## config.mk

```make
export PLATFORM = sky130hd
export DESIGN_NAME = instr_fetch
export DESIGN_NICKNAME = d
export VERILOG_FILES = /design/src/rtl/mips_pkg.sv /design/src/rtl/fetch_queue.sv /design/src/rtl/instr_fetch.sv
export SDC_FILE = /design/constraint.sdc
export NUM_CORES = 1
export LEC_CHECK = 0
export CAP_MARGIN = 20
export CORE_MARGIN = 2
export CORE_UTILIZATION = 35
export CTS_BUF_LIST = sky130_fd_sc_hd__clkbuf_8
export DETAILED_ROUTE_END_ITERATION = 16
export DONT_BUFFER_PORTS = 1
export HOLD_SLACK_MARGIN = 0.03
export PLACE_DENSITY = 0.59
export SYNTH_ARGS = -nofsm -noshare
export SYNTH_HDL_FRONTEND = slang
export SYNTH_SLANG_ARGS = --single-unit
export TNS_END_PERCENT = 30
```

## constraint.sdc

```tcl
create_clock -name clk -period 8.4 [get_ports clk]
set_input_delay 0.84 -clock clk [delete_from_list [all_inputs] [get_ports clk]]
set_output_delay 0.84 -clock clk [all_outputs]
set_load 0.005 [all_outputs]
```

## src/rtl/mips_pkg.sv

```systemverilog
// -----------------------------------------------------------------------------
// mips_pkg
// Shared definitions for the instruction fetch slice.
//   OPC_J          : primary opcode of the J-type jump
//   fetch_state_t  : fetch controller states
//   PCSEL_*        : {PCSrc, Branch} encodings for the PC mux
//   fetch_entry_t  : one buffered fetch result {pc, instr}
//   is_j / j_target: predecode helpers for the J-type jump
// -----------------------------------------------------------------------------
package mips_pkg;

   localparam logic [5:0] OPC_J = 6'h02;

   typedef enum logic [1:0] {
      S_BOOT  = 2'd0,
      S_REQ   = 2'd1,
      S_WAIT  = 2'd2,
      S_DRAIN = 2'd3
   } fetch_state_t;

   // {PCSrc, Branch}
   localparam logic [1:0] PCSEL_INC = 2'b00;   // next pc = pc + 1
   localparam logic [1:0] PCSEL_REL = 2'b01;   // next pc = pc + 1 + pc_offset
   localparam logic [1:0] PCSEL_JMP = 2'b10;   // next pc = pc_jmp

   typedef struct packed {
      logic [31:0] pc;
      logic [31:0] instr;
   } fetch_entry_t;

   function automatic logic is_j(input logic [31:0] word);
      return word[31:26] == OPC_J;
   endfunction

   // Jump target keeps the top 6 bits of the jump's own word address.
   function automatic logic [31:0] j_target(input logic [31:0] pc_of_j,
                                            input logic [31:0] word);
      return {pc_of_j[31:26], word[25:0]};
   endfunction

endpackage

```

## src/rtl/fetch_queue.sv

```systemverilog
// -----------------------------------------------------------------------------
// fetch_queue
// Synchronous FIFO of fetch_entry_t between the fetch controller and decode.
// Storage is reset, so the head outputs read zero out of reset.
// Ports:
//   clk, rst         : clock, asynchronous active-high reset
//   push_i           : write {push_pc_i, push_instr_i} (never issued when full)
//   push_pc_i        : address of the word being written
//   push_instr_i     : instruction word being written
//   pop_i            : remove head (ignored when empty)
//   flush_i          : empty the queue; wins over push and pop
//   head_pc_o        : address of head entry
//   head_instr_o     : head instruction word
//   valid_o          : queue non-empty
//   count_o          : number of stored entries (0..DEPTH)
// -----------------------------------------------------------------------------
module fetch_queue
   import mips_pkg::*;
#(
   parameter int unsigned DEPTH = 2
) (
   input  logic                     clk,
   input  logic                     rst,
   input  logic                     push_i,
   input  logic [31:0]              push_pc_i,
   input  logic [31:0]              push_instr_i,
   input  logic                     pop_i,
   input  logic                     flush_i,
   output logic [31:0]              head_pc_o,
   output logic [31:0]              head_instr_o,
   output logic                     valid_o,
   output logic [$clog2(DEPTH):0]   count_o
);

   localparam int AW = $clog2(DEPTH);
   localparam int CW = AW + 1;

   fetch_entry_t [DEPTH-1:0] mem_q;
   logic [AW-1:0]            wr_ptr_q, wr_ptr_d;
   logic [AW-1:0]            rd_ptr_q, rd_ptr_d;
   logic [CW-1:0]            count_q, count_d;
   logic                     pop_eff;
   fetch_entry_t             push_entry;

   assign pop_eff    = pop_i && (count_q != '0);
   assign push_entry = '{pc: push_pc_i, instr: push_instr_i};

   always_comb begin
      wr_ptr_d = wr_ptr_q;
      rd_ptr_d = rd_ptr_q;
      count_d  = count_q;
      if (flush_i) begin
         wr_ptr_d = '0;
         rd_ptr_d = '0;
         count_d  = '0;
      end else begin
         if (push_i)  wr_ptr_d = wr_ptr_q + AW'(1);
         if (pop_eff) rd_ptr_d = rd_ptr_q + AW'(1);
         case ({push_i, pop_eff})
            2'b10:   count_d = count_q + CW'(1);
            2'b01:   count_d = count_q - CW'(1);
            default: count_d = count_q;
         endcase
      end
   end

   always_ff @(posedge clk or posedge rst) begin
      if (rst) begin
         mem_q    <= '0;
         wr_ptr_q <= '0;
         rd_ptr_q <= '0;
         count_q  <= '0;
      end else begin
         if (push_i && !flush_i) mem_q[wr_ptr_q] <= push_entry;
         wr_ptr_q <= wr_ptr_d;
         rd_ptr_q <= rd_ptr_d;
         count_q  <= count_d;
      end
   end

   assign head_pc_o    = mem_q[rd_ptr_q].pc;
   assign head_instr_o = mem_q[rd_ptr_q].instr;
   assign valid_o      = (count_q != '0);
   assign count_o      = count_q;

endmodule

```

## src/rtl/instr_fetch.sv

```systemverilog
// -----------------------------------------------------------------------------
// instr_fetch
// Fetch controller sitting after the PC register. Issues one word read at a
// time from pc, buffers returned words toward decode and steers the PC mux.
// The PC register has no enable: hold is a jump to the current pc.
//
// Ports:
//   clk, rst                  : clock, asynchronous active-high reset
//   pc                        : current PC (word address)
//   PCSrc, Branch             : PC mux select {PCSrc, Branch}
//   pc_offset                 : relative offset, next pc = pc + 1 + pc_offset
//   pc_jmp                    : absolute next pc when {PCSrc,Branch} = 10
//   imem_req/addr/gnt         : instruction memory request channel
//   imem_rvalid/rdata         : instruction memory response channel
//   instr_valid/ready         : head of queue toward decode
//   instr, instr_pc           : head instruction and its address
//   br_valid/taken/pc/offset  : branch resolution from execute
//   perf_stall_cnt            : stall cycles (FETCH_PERF_EN, else 0)
//   perf_redirect_cnt         : taken branches + J redirects (FETCH_PERF_EN,
//                               else 0)
//
// Handshakes: a memory request is accepted in a cycle where imem_req and
// imem_gnt are both high; at most one read is outstanding and its data returns
// in a later cycle with imem_rvalid. A queue entry moves to decode in a cycle
// where instr_valid and instr_ready are both high; instr/instr_pc stay stable
// while instr_valid is high and instr_ready is low.
//
// Optional build macro: FETCH_PERF_EN enables the saturating perf counters.
// -----------------------------------------------------------------------------
module instr_fetch
   import mips_pkg::*;
#(
   parameter int unsigned DEPTH    = 2,
   parameter logic [31:0] RESET_PC = 32'h0000_0000
) (
   input  logic        clk,
   input  logic        rst,
   input  logic [31:0] pc,
   output logic        PCSrc,
   output logic        Branch,
   output logic [31:0] pc_offset,
   output logic [31:0] pc_jmp,
   output logic        imem_req,
   output logic [31:0] imem_addr,
   input  logic        imem_gnt,
   input  logic        imem_rvalid,
   input  logic [31:0] imem_rdata,
   output logic        instr_valid,
   input  logic        instr_ready,
   output logic [31:0] instr,
   output logic [31:0] instr_pc,
   input  logic        br_valid,
   input  logic        br_taken,
   input  logic [31:0] br_pc,
   input  logic [31:0] br_offset,
   output logic [31:0] perf_stall_cnt,
   output logic [31:0] perf_redirect_cnt
);

   localparam int CW = $clog2(DEPTH) + 1;

   fetch_state_t  state_q, state_d;
   logic [31:0]   req_pc_q, req_pc_d;     // address of the outstanding read
   logic [1:0]    pcsel;
   logic          br_take;
   logic [31:0]   br_target;
   logic          q_push, q_pop, q_flush, q_valid, q_has_room;
   logic [CW-1:0] q_count;

   // A branch resolved while booting is ignored; the pc is not yet valid.
   assign br_take    = br_valid && br_taken && (state_q != S_BOOT);
   assign br_target  = br_pc + 32'd1 + br_offset;
   assign q_has_room = (q_count < CW'(DEPTH));
   assign q_pop      = q_valid && instr_ready;

   always_ff @(posedge clk or posedge rst) begin
      if (rst) begin
         state_q  <= S_BOOT;
         req_pc_q <= '0;
      end else begin
         state_q  <= state_d;
         req_pc_q <= req_pc_d;
      end
   end

   always_comb begin
      state_d   = state_q;
      req_pc_d  = req_pc_q;
      pcsel     = PCSEL_JMP;     // default is hold: jump to the current pc
      pc_jmp    = pc;
      pc_offset = '0;
      imem_req  = 1'b0;
      imem_addr = pc;
      q_push    = 1'b0;
      q_flush   = 1'b0;

      case (state_q)
         S_BOOT: begin
            pc_jmp  = RESET_PC;
            state_d = S_REQ;
         end
         S_REQ: begin
            imem_req = q_has_room;
            if (q_has_room && imem_gnt) begin
               pcsel    = PCSEL_INC;
               req_pc_d = pc;
               state_d  = S_WAIT;
            end
         end
         S_WAIT: begin
            if (imem_rvalid) begin
               q_push  = 1'b1;
               state_d = S_REQ;
               // Predecoded J redirects now; the J itself still goes to decode.
               if (is_j(imem_rdata)) pc_jmp = j_target(req_pc_q, imem_rdata);
            end
         end
         S_DRAIN: begin
            // Response to a read issued on the wrong path: drop it.
            if (imem_rvalid) state_d = S_REQ;
         end
         default: state_d = S_BOOT;
      endcase

      // Taken branch overrides everything above.
      if (br_take) begin
         pcsel     = PCSEL_REL;
         pc_offset = br_target - pc - 32'd1;
         pc_jmp    = pc;
         q_flush   = 1'b1;
         q_push    = 1'b0;
         if (state_q == S_REQ && q_has_room && imem_gnt) begin
            state_d = S_DRAIN;                  // read just issued is stale
         end else if (state_q == S_WAIT && !imem_rvalid) begin
            state_d = S_DRAIN;                  // stale read still in flight
         end
      end
   end

   assign PCSrc  = pcsel[1];
   assign Branch = pcsel[0];

   fetch_queue #(
      .DEPTH (DEPTH)
   ) u_queue (
      .clk          (clk),
      .rst          (rst),
      .push_i       (q_push),
      .push_pc_i    (req_pc_q),
      .push_instr_i (imem_rdata),
      .pop_i        (q_pop),
      .flush_i      (q_flush),
      .head_pc_o    (instr_pc),
      .head_instr_o (instr),
      .valid_o      (q_valid),
      .count_o      (q_count)
   );

   assign instr_valid = q_valid;

`ifdef FETCH_PERF_EN
   logic [31:0] stall_cnt_q, stall_cnt_d;
   logic [31:0] redir_cnt_q, redir_cnt_d;
   logic        stall_ev, j_redirect, redir_ev;

   assign stall_ev   = (state_q == S_REQ && !imem_req) ||
                       (state_q == S_WAIT) || (state_q == S_DRAIN);
   assign j_redirect = (state_q == S_WAIT) && imem_rvalid &&
                       is_j(imem_rdata) && !br_take;
   assign redir_ev   = br_take || j_redirect;

   assign stall_cnt_d = (stall_ev && stall_cnt_q != '1) ? stall_cnt_q + 32'd1
                                                        : stall_cnt_q;
   assign redir_cnt_d = (redir_ev && redir_cnt_q != '1) ? redir_cnt_q + 32'd1
                                                        : redir_cnt_q;

   always_ff @(posedge clk or posedge rst) begin
      if (rst) begin
         stall_cnt_q <= '0;
         redir_cnt_q <= '0;
      end else begin
         stall_cnt_q <= stall_cnt_d;
         redir_cnt_q <= redir_cnt_d;
      end
   end

   assign perf_stall_cnt    = stall_cnt_q;
   assign perf_redirect_cnt = redir_cnt_q;
`else
   assign perf_stall_cnt    = '0;
   assign perf_redirect_cnt = '0;
`endif

endmodule

```

==> reports/results.txt <==
Status -> complete, no violations
Nets -> 1,177
Post-CTS Hold Buffers -> 0
Final hold slack -> 0.279 ns
Clock-pin slew on the worst setup and hold paths -> 0.08 ns
Worst skew pair latency -> 0.47 ns
DP HPWL -> 22,300 um
H-tree depth -> 4
Worst EP arrival -> 3.48 ns
Pre-CTS setup slack -> 4.09 ns
Fin. Hold Viols -> 0
Die ar. -> 0.0331 sq mm
Post-Syn Instances -> 1,028
Global-route wire length before repair -> 44,400 um
Root Buffer -> clkbuf_8
Drt first-iter violations -> 307
Post-CTS Setup Repair Bufs -> 0
DRC -> 0
FMAX -> 231 MHz
Vias in the first global route -> 7,311
Clk buf depth -> 2
CTS tree -> built
Hold Crit Class -> input port to async pin
Yosys top cell area share -> 37.5%
Worst path top cell family by delay -> compound AO/OA/AOI/OAI gates
R2r startpoint -> state_q[0]$_DFF_PP0_
Final-report setup violation count -> 0
Min Tclk post-route -> 4.32 ns
Initial antenna violation count -> 3
Sequential element share of the synthesized area -> 37.5%
Least-Margin Pin Slew -> 0.884 ns
R2R Path End -> u_queue.mem_q[37]$_DFFE_PP0P_
Mapped Avg Cell Area -> 10.8 sq um
Max-Cap Viols -> 0
Total Routed Length -> 29,100 um
Final core occ -> 36.7%
Diode count -> 0
Die height -> 182 um
Post-DRT Antenna Nets -> 0
Buf/Inv on CP -> 2
Yosys reg bits -> 166
Distinct cells, synth -> 60
Cell Rows -> 65
Core Area -> 0.0313 sq mm
Critical-path top delay cell -> fa_1
Top cell by count, worst path -> inv_1
Initial Util -> 35.4%
Crit end category -> primary output
DR vias/cell -> 5.20
Slew headroom -> 40.9%
PnR worst setup slack -> 4.08 ns
R2R cell count -> 6
Area of the mapped netlist -> 0.0111 sq mm
Clock skew -> 0.0147 ns
TritonRoute pass-1 iters -> 4
Pwr dens -> 263 mW/mm^2
Crit-path max FO -> 4
R2R Setup Slk -> 5.34 ns
Gr usage total -> 17.6%
CTS Buf Count -> 17
TritonCTS sink count -> 166
Overflow after GRT -> 0
Static leakage -> 5.59 nW
CP Launch Type -> input port
Largest net degree at the start of global routing -> 108
CP max stage delay -> 0.49 ns
Final Max Slew Viols -> 0
Number of synthesized flops with an enable pin -> 0
Top cells by area, synth -> dfrtp_1 38%, mux2_2 23%, buf_4 6.5%
Async set-reset flop share out of synthesis -> 100%
Warnings from Yosys -> 0
Worst path depth -> 11
Routed len/inst -> 20.9 um
Yosys top cell by area -> dfrtp_1
RD Place Congestion -> 0.844
CP Class -> input port to primary output
CP Cell Sequence -> inv_1 -> fa_1 -> inv_1 -> ha_1 -> and2b_4 -> o2111ai_2 -> nand3_1 -> a221o_1 -> o21ai_1 -> a21oi_1 -> nor3b_1
CP required -> 7.56 ns
Layout area overhead -> 3.69%
Share of cells above drive strength 1 -> 28.3%
Final setup TNS -> 0 ns
Part of the cycle the worst path needs -> 51.4%
Die Width -> 182 um
Main synth FF type -> dfrtp_1
CTS resizes -> 0
Peak VDD IR -> 0.143 mV
Ports -> 363
Count of input and output buffers -> 0
Vias -> 7,244
Unrepaired setup endpoints after global routing -> false
-- flip-flops by register name (all words and copies together) (netlist names) --
signal and count:
u_queue.mem_q 128, req_pc_q 32, u_queue.count_o 2, u_queue.wr_ptr_q 1, u_queue.rd_ptr_q 1, state_q 2
-- how the worst max path moves through the flow --
stage / startpoint / to / slack, ns
finish: br_pc[2] / pc_offset[20] / 4.08
floorplan: rst / req_pc_q[0]$_DFFE_PP0P_ / 3.07
global route: br_pc[2] / pc_offset[20] / 3.95
global placement: br_pc[1] / pc_offset[29] / 4.10
CTS: br_pc[2] / pc_offset[28] / 4.07
detailed placement: br_pc[2] / pc_offset[28] / 4.09
-- placed cells by master (no fill, tap or decap), types with 6 or more instances in the layout --
cell and count:
inv_1 135, and3_1 6, a21o_1 24, clkbuf_8 21
a22o_1 32, a21oi_1 25, o21ai_0 13, o21a_1 15
buf_4 6, xor2_1 10, nand3_1 10, a31oi_1 8
mux2_2 224, conb_1 64, xnor2_1 9, nand4_1 6
nand2_1 17, nor3_1 17, ha_1 32, nor2_1 35
dfrtp_1 165, and2_1 6, fa_1 31
-- metrics by stage --
| step | power (mW) | std cells | instance area, sq um |
|---|---|---|---|
| 2_1_floorplan | 2.14 | 1091 | 11300 |
| 6_report | 3.02 | 1394 | 11500 |
| 3_5_place_dp | 2.39 | 1361 | 11000 |
| 5_1_grt | 3.22 | 1394 | 11500 |
| 4_1_cts | 3.05 | 1393 | 11400 |
| 3_3_place_gp | 2.36 | 1361 | 11000 |
-- power breakdown --
| group | internal (mW) | switching [mW] | total, mW |
|---|---|---|---|
| logic | 0.560 | 0.533 | 1.09 |
| registers | 1.10 | 0.173 | 1.27 |
| clock network | 0.357 | 0.294 | 0.651 |
-- per-layer routing --
metal / track usage, % / up-vias / wire length (um)
met5: 0 / - / 0
met4: 5.63 / 0 / 534
met3: 4.69 / 30 / 2110
met2: 28.5 / 294 / 13800
met1: 23.0 / 3669 / 12700
li1: - / 3251 / -
-- cells in the mapped netlist (5+ instances only) --
master and instances:
a21o_1 24, a21oi_1 25, a22o_1 32, a31oi_1 8, and2_1 7, and3_1 6
buf_2 18, buf_4 96, clkbuf_1 24, dfrtp_1 166, fa_1 31, ha_1 32
inv_1 135, mux2_2 224, nand2_1 17, nand3_1 11, nand4_1 6, nor2_1 37
nor3_1 17, nor3b_1 5, o211ai_1 5, o21a_1 15, o21ai_0 13, o21ai_1 5
xnor2_1 9, xor2_1 10
-- cells by family (layout without fill, tap and decap cells) --
logic type	Yosys count	count (layout)	synth area share (%)
AOI/OAI and AO/OA	156	156	10.3
xor gates and xnor gates	19	19	1.50
adders and majority gates	63	63	9.22
buffers and inverters	273	174	12.7
DFF	166	166	37.5
muxes	226	226	23.0
other	1	64	0.0339
and+or+nand+nor	124	124	5.69
-- worst register-to-register path, stage by stage (launching register included) --
cell and delay [ns]:
dfrtp_1 0.40, nand2b_1 0.23, nor2_1 0.39, nand2_1 0.20, nor2_4 0.54, buf_4 0.66
mux2_2 0.51
-- area by class of cell --
class	count	area, sq um
multi-input cells	652	5770
clock buffers	21	289
flip-flops and latches	166	4160
well taps	402	503
repair buffers	7	72.6
clock inverters	11	173
fillers	3105	19800
inverters	135	512
Power figures use the tool's default switching activity.
